**src/rtl/board_io_bank.sv**
```systemverilog
// N-channel board I/O bank: IOBUF drive modes, synchronised/debounced input, masked edge IRQ.
// Define BOARD_IO_BANK_DEBOUNCE_EN to build the per-channel debounce filter.
module board_io_bank #(
  parameter int NUM_CH        = 8,
  parameter int CNT_W         = 16,
  parameter int FILTER_CYCLES = 1000
) (
  input  logic                sys_clock,
  input  logic                reset,
  input  logic [NUM_CH-1:0]   pad_i,
  output logic [NUM_CH-1:0]   pad_o,
  output logic [NUM_CH-1:0]   pad_t,
  input  logic [2*NUM_CH-1:0] mode,
  input  logic [NUM_CH-1:0]   out_data,
  output logic [NUM_CH-1:0]   in_data,
  input  logic [NUM_CH-1:0]   rise_mask,
  input  logic [NUM_CH-1:0]   fall_mask,
  input  logic [NUM_CH-1:0]   irq_clr,
  output logic [NUM_CH-1:0]   irq_status,
  output logic                irq
);

  if (NUM_CH < 1 || NUM_CH > 32 || FILTER_CYCLES < 1 ||
      FILTER_CYCLES >= (2 ** CNT_W)) begin : g_bad_cfg
    $error("board_io_bank: parameter out of range");
  end

  logic [NUM_CH-1:0] r_pad_o;
  logic [NUM_CH-1:0] r_pad_t;
  logic [NUM_CH-1:0] r_sync1;
  logic [NUM_CH-1:0] r_sync2;
  logic [NUM_CH-1:0] r_stable;
  logic [NUM_CH-1:0] r_status;
  logic [NUM_CH-1:0] w_drv_o;
  logic [NUM_CH-1:0] w_drv_t;
  logic [NUM_CH-1:0] w_next_stable;
  logic [NUM_CH-1:0] w_rise;
  logic [NUM_CH-1:0] w_fall;
  logic [NUM_CH-1:0] w_set;

  // Open-drain only ever drives 0; out_data=1 releases the line via T.
  always_comb begin
    w_drv_o = '0;
    w_drv_t = '1;
    for (int c = 0; c < NUM_CH; c++) begin
      unique case (mode[2*c +: 2])
        2'b01: begin
          w_drv_o[c] = out_data[c];
          w_drv_t[c] = 1'b0;
        end
        2'b10: begin
          w_drv_o[c] = 1'b0;
          w_drv_t[c] = out_data[c];
        end
        default: begin
          w_drv_o[c] = 1'b0;
          w_drv_t[c] = 1'b1;
        end
      endcase
    end
  end

  always_ff @(posedge sys_clock or posedge reset) begin
    if (reset) begin
      r_pad_o <= '0;
      r_pad_t <= '1;
    end else begin
      r_pad_o <= w_drv_o;
      r_pad_t <= w_drv_t;
    end
  end

  always_ff @(posedge sys_clock or posedge reset) begin
    if (reset) begin
      r_sync1 <= '0;
      r_sync2 <= '0;
    end else begin
      r_sync1 <= pad_i;
      r_sync2 <= r_sync1;
    end
  end

`ifdef BOARD_IO_BANK_DEBOUNCE_EN
  localparam logic [CNT_W-1:0] LIMIT = CNT_W'(FILTER_CYCLES - 1);

  logic [NUM_CH-1:0] w_accept;

  for (genvar c = 0; c < NUM_CH; c++) begin : g_deb
    logic [CNT_W-1:0] r_cnt;

    assign w_accept[c] = (r_sync2[c] != r_stable[c]) && (r_cnt == LIMIT);

    // Any return to the stable level restarts the count.
    always_ff @(posedge sys_clock or posedge reset) begin
      if (reset) begin
        r_cnt <= '0;
      end else if ((r_sync2[c] == r_stable[c]) || w_accept[c]) begin
        r_cnt <= '0;
      end else begin
        r_cnt <= r_cnt + CNT_W'(1);
      end
    end
  end

  assign w_next_stable = (r_stable & ~w_accept) | (r_sync2 & w_accept);
`else
  assign w_next_stable = r_sync2;
`endif

  assign w_rise = w_next_stable & ~r_stable;
  assign w_fall = ~w_next_stable & r_stable;
  assign w_set  = (w_rise & rise_mask) | (w_fall & fall_mask);

  // Set has priority over a same-cycle clear.
  always_ff @(posedge sys_clock or posedge reset) begin
    if (reset) begin
      r_stable <= '0;
      r_status <= '0;
    end else begin
      r_stable <= w_next_stable;
      r_status <= w_set | (r_status & ~irq_clr);
    end
  end

  assign pad_o      = r_pad_o;
  assign pad_t      = r_pad_t;
  assign in_data    = r_stable;
  assign irq_status = r_status;
  assign irq        = |r_status;

endmodule

```
**config.mk**
```make
export PLATFORM = sky130hd
export DESIGN_NAME = board_io_bank
export DESIGN_NICKNAME = d
export VERILOG_FILES = /design/src/rtl/board_io_bank.sv
export SDC_FILE = /design/constraint.sdc
export NUM_CORES = 1
export LEC_CHECK = 0
export CORE_MARGIN = 2
export CORE_UTILIZATION = 33
export CTS_BUF_LIST = sky130_fd_sc_hd__clkbuf_8
export DETAILED_ROUTE_END_ITERATION = 10
export PLACE_DENSITY_LB_ADDON = 0.15
export SYNTH_ARGS = -nofsm -noshare
export SYNTH_HDL_FRONTEND = slang
export SYNTH_SLANG_ARGS = --single-unit
```
**constraint.sdc**
```tcl
create_clock -name sys_clock -period 1.3 [get_ports sys_clock]
set_clock_uncertainty 0.05 [all_clocks]
set_input_delay 0.13 -clock sys_clock [delete_from_list [all_inputs] [get_ports sys_clock]]
set_output_delay 0.13 -clock sys_clock [all_outputs]
set_load 0.01 [all_outputs]
```
==> results.yml, run 1 <==
final_layout:
  final_util: 0.5808
  diodes: 0
  nFillCells: 388
  fin_nets: 271
  synthToLayoutAreaGrowth_pct: 70.16
  layout.cells.non_filler: 268
  drive_above_1_share: 0.1215
worst_setup_path:
  cp_slowest_cell: "dfrtp_1"
  crit_fanout: 2
  path_class: "flip-flop to output pin"
  cp.required_ns: 1.12
  crit_path_end_kind: "output pin"
  slowest_delay_ns: 0.39
  startpoint_type: "flip-flop"
  arrival_ns: 1.20
  crit_chain: "nor4_2 > nand2_1 > buf_2"
sta:
  finalCritPeriodShare: 1.060
  rsz0062_at_grt: "yes"
  max_freq_mhz: 725.8
  setup_ws_ns: -0.07776
  final-hold-violation-count: 0
  final.min_clock_period_ns: 1.378
  tightest_slew_ns: 0.3059
  hold_ws_ns: 0.1042
  drv_slew: 0
  setup_violations: 1
  relSlewSlack: 0.7956
yosys:
  synth_area_leaders: "dfrtp_1 63%, dfstp_2 13%, mux2i_1 5.0%, and3b_1 4.4%, o221ai_1 4.4%"
  synth_cells: 108
  yosysWarningCount: 0
  yosysSeqAreaShare: 0.7562
  synth_most_common_cell: "dfrtp_1"
  ys_seq_elements: 48
  ys_types: 10
  synthArstFlopShare: 1.000
  synth_top_cell_area_share: 0.6250
  yosysTopAreaCell: "dfrtp_1"
  synth_edf_count: 0
  syn_avg_cell_area_um2: 14.83
  synth-main-ff-cell: "dfrtp_1"
  ys_top_cells_by_count: "40 x dfrtp_1, 9 x inv_1, 9 x nand2_1"
  synth_nets: 166
  synth_area_mm2: 0.001602
clock_tree:
  cts.clk_slew.worst_paths_ns: 0.08
  clock_path_buffers: 2
  cts_tree: "yes"
  cts-buffers-inserted: 5
  cts_max_level: 2
  clk_latency_ns: 0.29
  cts.sinks: 48
  root_buffer: "clkbuf_8"
  ctsHoldBuffers: 0
floorplan:
  placementRows: 25
  ios: 91
  initial_core_util: 0.3413
  core-area_mm2: 0.004692
  die_w_um: 73.67
  die_area_mm2: 0.005427
  die_h_um: 73.67
routing:
  antenna_left: 0
  first_pass_iters: 4
  vias: 1244
  drc_errors: 0
  wirelength_um: 3444
  avgRoutedWirePerCell_um: 12.85
  viasPerCell: 4.642
  first_iter_violations: 53
grt:
  grt_usage: 0.1375
  antenna_found_initial: 0
  grt_max_degree: 26
  grt_pass1_wl_um: 5533
  grt_pass1_vias: 1229
  grt-ovfl-total: 0
placed_design:
  portBuffers: 90
  dpl.hpwl_um: 2768
  dp.cells: 259
  gp_congestion: 0.6942
status:
  violations: "setup timing"
  status: "finished, violations left"
worst_hold_path:
  hold_class: "primary input to asynchronous set/reset pin"
power_and_ir_drop:
  power.leakage_uw: 0.001277
  peakVddDrop_mv: 0.5764
  powerDensity_mw_per_mm2: 1099
flow_run:
  drv_cap: 0
[report_power, final]
group          switching (uW)  total, uW  internal [uW]
sequential               48.8       1650           1600
clock                     445        864            418
combinational             174        482            308
[cell usage in the layout (no fill, tap or decap)]
cell type / count
clkdlybuf4s50_1: 57
dfrtp_1: 40
dlygate4sd2_1: 25
inv_1: 10
nand2_1: 9
nor2_1: 8
mux2i_1: 8
nand3b_1: 8
o221ai_1: 8
and3b_1: 8
dfstp_2: 8
clkdlybuf4s15_1: 7
clkbuf_8: 6
buf_4: 6
nor4_2: 2
buf_12: 2
clkinvlp_4: 1
buf_2: 1
[path summary, 6_finish.rpt]
| kind | depth (start not counted) | end | slack, ns | from |
|---|---|---|---|---|
| min in group sys_clock | 1 | r_sync1[3] | 0.22 | pad_i[3] |
| setup / recovery | 3 | irq | -0.08 | irq_status[7] |
| hold reg to reg | 0 | r_sync2[3] | 0.30 | r_sync1[3] |
| setup reg to reg | 3 | irq_status[6] | 0.40 | irq_status[6] |
| hold / removal | 2 | pad_o[7] | 0.10 | reset |
| max in group asynchronous | 3 | pad_t[6] | 0.66 | reset |
[through the flow]
stage	setup WS [ns]	setup TNS (ns)	cell area, um2	total power, uW
after floorplan	0.3294	0	1605	1806
after global placement	-0.1168	-0.1168	2651	2185
after detailed placement	-0.1786	-0.1786	2651	2204
after CTS	-0.09573	-0.09573	2716	3021
after global routing	-0.1905	-0.1905	2725	3144
final	-0.07776	-0.07776	2725	2994
[metal layers]
layer	share of wire	track usage	vias up	wire (um)
met5	0	0	-	0
met4	0.0041	0.03636	0	14
met3	0.089	0.05624	2	306
met2	0.53	0.2440	61	1841
met1	0.37	0.1515	596	1281
li1	-	-	585	-
[cell type report]
type / count / area, um2 / share of cell area
Clock buffer: 6 / 82.58 / 0.03030
Clock inverter: 2 / 7.507 / 0.002755
Inverter: 9 / 37.54 / 0.01377
Multi-Input combinational cell: 51 / 369.1 / 0.1354
Sequential cell: 48 / 1211 / 0.4444
Tap cell: 54 / 67.56 / 0.02479
Timing Repair Buffer: 98 / 949.7 / 0.3485
[worst max-delay path, delay by kind of cell (launching register included)]
kind / cells / cell delay (ns)
AND/OR/NAND/NOR: 2 / 0.37
flip-flops: 1 / 0.39
buffers and inverters: 1 / 0.14
[kinds of logic after synthesis]
logic type,count (synthesis),share of synthesized area
AOI/OAI and AO/OA,8,0.04375
buffers and inverters,9,0.02109
DFF,48,0.7562
muxes,8,0.05000
and+or+nand+nor,35,0.1289
[repair_timing]
| action | 4_1_cts | 5_1_grt |
|---|---|---|
| pin swaps | 2 | 1 |
| buffers inserted | 1 | 0 |
| resized for setup | 38 | 7 |
| endpoints found under the setup margin | 33 | 8 |
[flip-flops by register name (all words and copies together) (netlist names)]
signal and flops:
in_data 8, pad_t 8, pad_o 8, r_sync2 8, irq_status 8, r_sync1 8
(Power assumes the default switching activity.)
==> inputs of run 2 (changes only) <==
Clock period 1.3 ns to 1.26 ns, I/O delays scaled along.
==> run 2 against run 1 <==
  * The flow still finishes with violations (setup timing)
  * Critical path depth did not move
  * Setup slack got worse by 0.032 ns
  * Non-clock buffer count stayed put
  * Largest power group unchanged
  * Final cell count unchanged
  * Worst hold slack got worse by 0.0094 ns
  * Routed wire length down 0.35%
==> results.yml, run 2 (same netlist as run 1, synthesis figures left out) <==
floorplan:
  die_w_um: 73.67
  die_area_mm2: 0.005427
  initial_core_util: 0.3413
  core-area_mm2: 0.004692
  ios: 91
  die_h_um: 73.67
  placementRows: 25
sta:
  finalCritPeriodShare: 1.087
  setup_violations: 1
  final-hold-violation-count: 0
  relSlewSlack: 0.7844
  final.min_clock_period_ns: 1.369
  max_freq_mhz: 730.2
  rsz0062_at_grt: "yes"
  drv_slew: 0
  setup_ws_ns: -0.1095
  hold_ws_ns: 0.09479
  tightest_slew_ns: 0.3227
clock_tree:
  clock_path_buffers: 2
  cts.clk_slew.worst_paths_ns: 0.08
  cts.sinks: 48
  cts_max_level: 2
  cts-buffers-inserted: 5
  clk_latency_ns: 0.29
  root_buffer: "clkbuf_8"
  ctsHoldBuffers: 0
  cts_tree: "yes"
final_layout:
  final_util: 0.5741
  final_common_cell: "clkdlybuf4s50_1"
  drive_above_1_share: 0.1682
  synthToLayoutAreaGrowth_pct: 68.20
  fin_nets: 271
  final_cell_mix: "57 x clkdlybuf4s50_1, 40 x dfrtp_1, 20 x dlygate4sd2_1"
  diodes: 0
worst_setup_path:
  crit_fanout: 3
  path_class: "flip-flop to output pin"
  reg2reg_slack_ns: 0.37
  reg2reg_from: "irq_status[3]"
  startpoint_type: "flip-flop"
  r2r-end: "irq_status[3]"
  crit_path_end_kind: "output pin"
  cp.required_ns: 1.08
  reg2regPathDepth: 3
  arrival_ns: 1.19
power_and_ir_drop:
  powerDensity_mw_per_mm2: 1146
  peakVddDrop_mv: 0.6610
  power.leakage_uw: 0.001271
status:
  status: "finished, violations left"
  violations: "setup timing"
routing:
  viasPerCell: 4.578
  drc_errors: 0
  vias: 1227
  wirelength_um: 3432
  first_pass_iters: 4
  first_iter_violations: 65
  avgRoutedWirePerCell_um: 12.81
  antenna_left: 0
placed_design:
  dpl.hpwl_um: 2735
  gp_congestion: 0.6977
  portBuffers: 90
worst_hold_path:
  hold_class: "primary input to asynchronous set/reset pin"
grt:
  grt_pass1_wl_um: 5595
  grt_usage: 0.1387
  antenna_found_initial: 0
  grt_pass1_vias: 1301
  grt_max_degree: 26
  grt-ovfl-total: 0
flow_run:
  drv_cap: 0
==> run 2: cell count changes in the layout (fill, tap and decap cells not counted) <==
cell	delta
clkinv_2	+2
clkbuf_2	+8
clkdlybuf4s15_1	-3
dlygate4sd2_1	-5
inv_1	-2
==> run 2: layout make-up <==
cell class,count,area [um2]
clock buffers,6,82.58
clock inverters,2,10.01
fillers,401,1998
inverters,9,37.54
multi-input cells,51,369.1
flip-flops and latches,48,1211
well taps,54,67.56
repair buffers,98,915.9
==> run 2: how the worst max path moves through the flow <==
stage / start / end / cells past startpoint
after floorplan: irq_status[6] / irq / 2
after global placement: irq_status[6] / irq / 3
after detailed placement: irq_status[2] / irq / 3
after CTS: irq_status[7] / irq / 3
after global routing: irq_status[6] / irq / 3
final: irq_status[6] / irq / 3
==> run 2: critical path, cell delays in order, from the launching register on <==
cell and delay, ns:
dfrtp_1 0.40, nor4_2 0.29, nand2_1 0.07, buf_2 0.14
==> run 2: what timing repair did <==
item / 4_1_cts / 5_1_grt
gates resized for setup: 50 / 8
endpoints found under the setup margin: 33 / 9
pin swaps: 1 / 0
buffers inserted: 1 / 0
==> run 2: power breakdown <==
part	total [uW]	switching (uW)	internal, uW
sequential	1700	50.3	1650
clock	898	460	438
combinational	488	179	309
==> run 2: per-stage QoR <==
step / TNS, ns / power [uW] / instances / instance area [um2] / setup slack, ns
global placement: -0.1569 / 2255 / 259 / 2651 / -0.1569
global route: -0.1958 / 3266 / 268 / 2694 / -0.1958
floorplan: 0 / 1864 / 108 / 1605 / 0.2934
CTS: -0.1348 / 3164 / 268 / 2734 / -0.1348
detailed placement: -0.1986 / 2274 / 259 / 2651 / -0.1986
finish: -0.1095 / 3087 / 268 / 2694 / -0.1095
==> run 2: layer usage <==
metal	track usage	wire length [um]	up-vias
met3	0.06722	395	7
li1	-	-	579
met2	0.2391	1767	58
met1	0.1461	1222	583
met5	0	0	-
met4	0.05051	47	0
==> inputs of run 3 (changes only) <==
Settings changed: GPL_ROUTABILITY_DRIVEN from default to 0.
==> results of run 3 <==
Same layout as run 2: the final DEF is identical, and so are final timing and power.
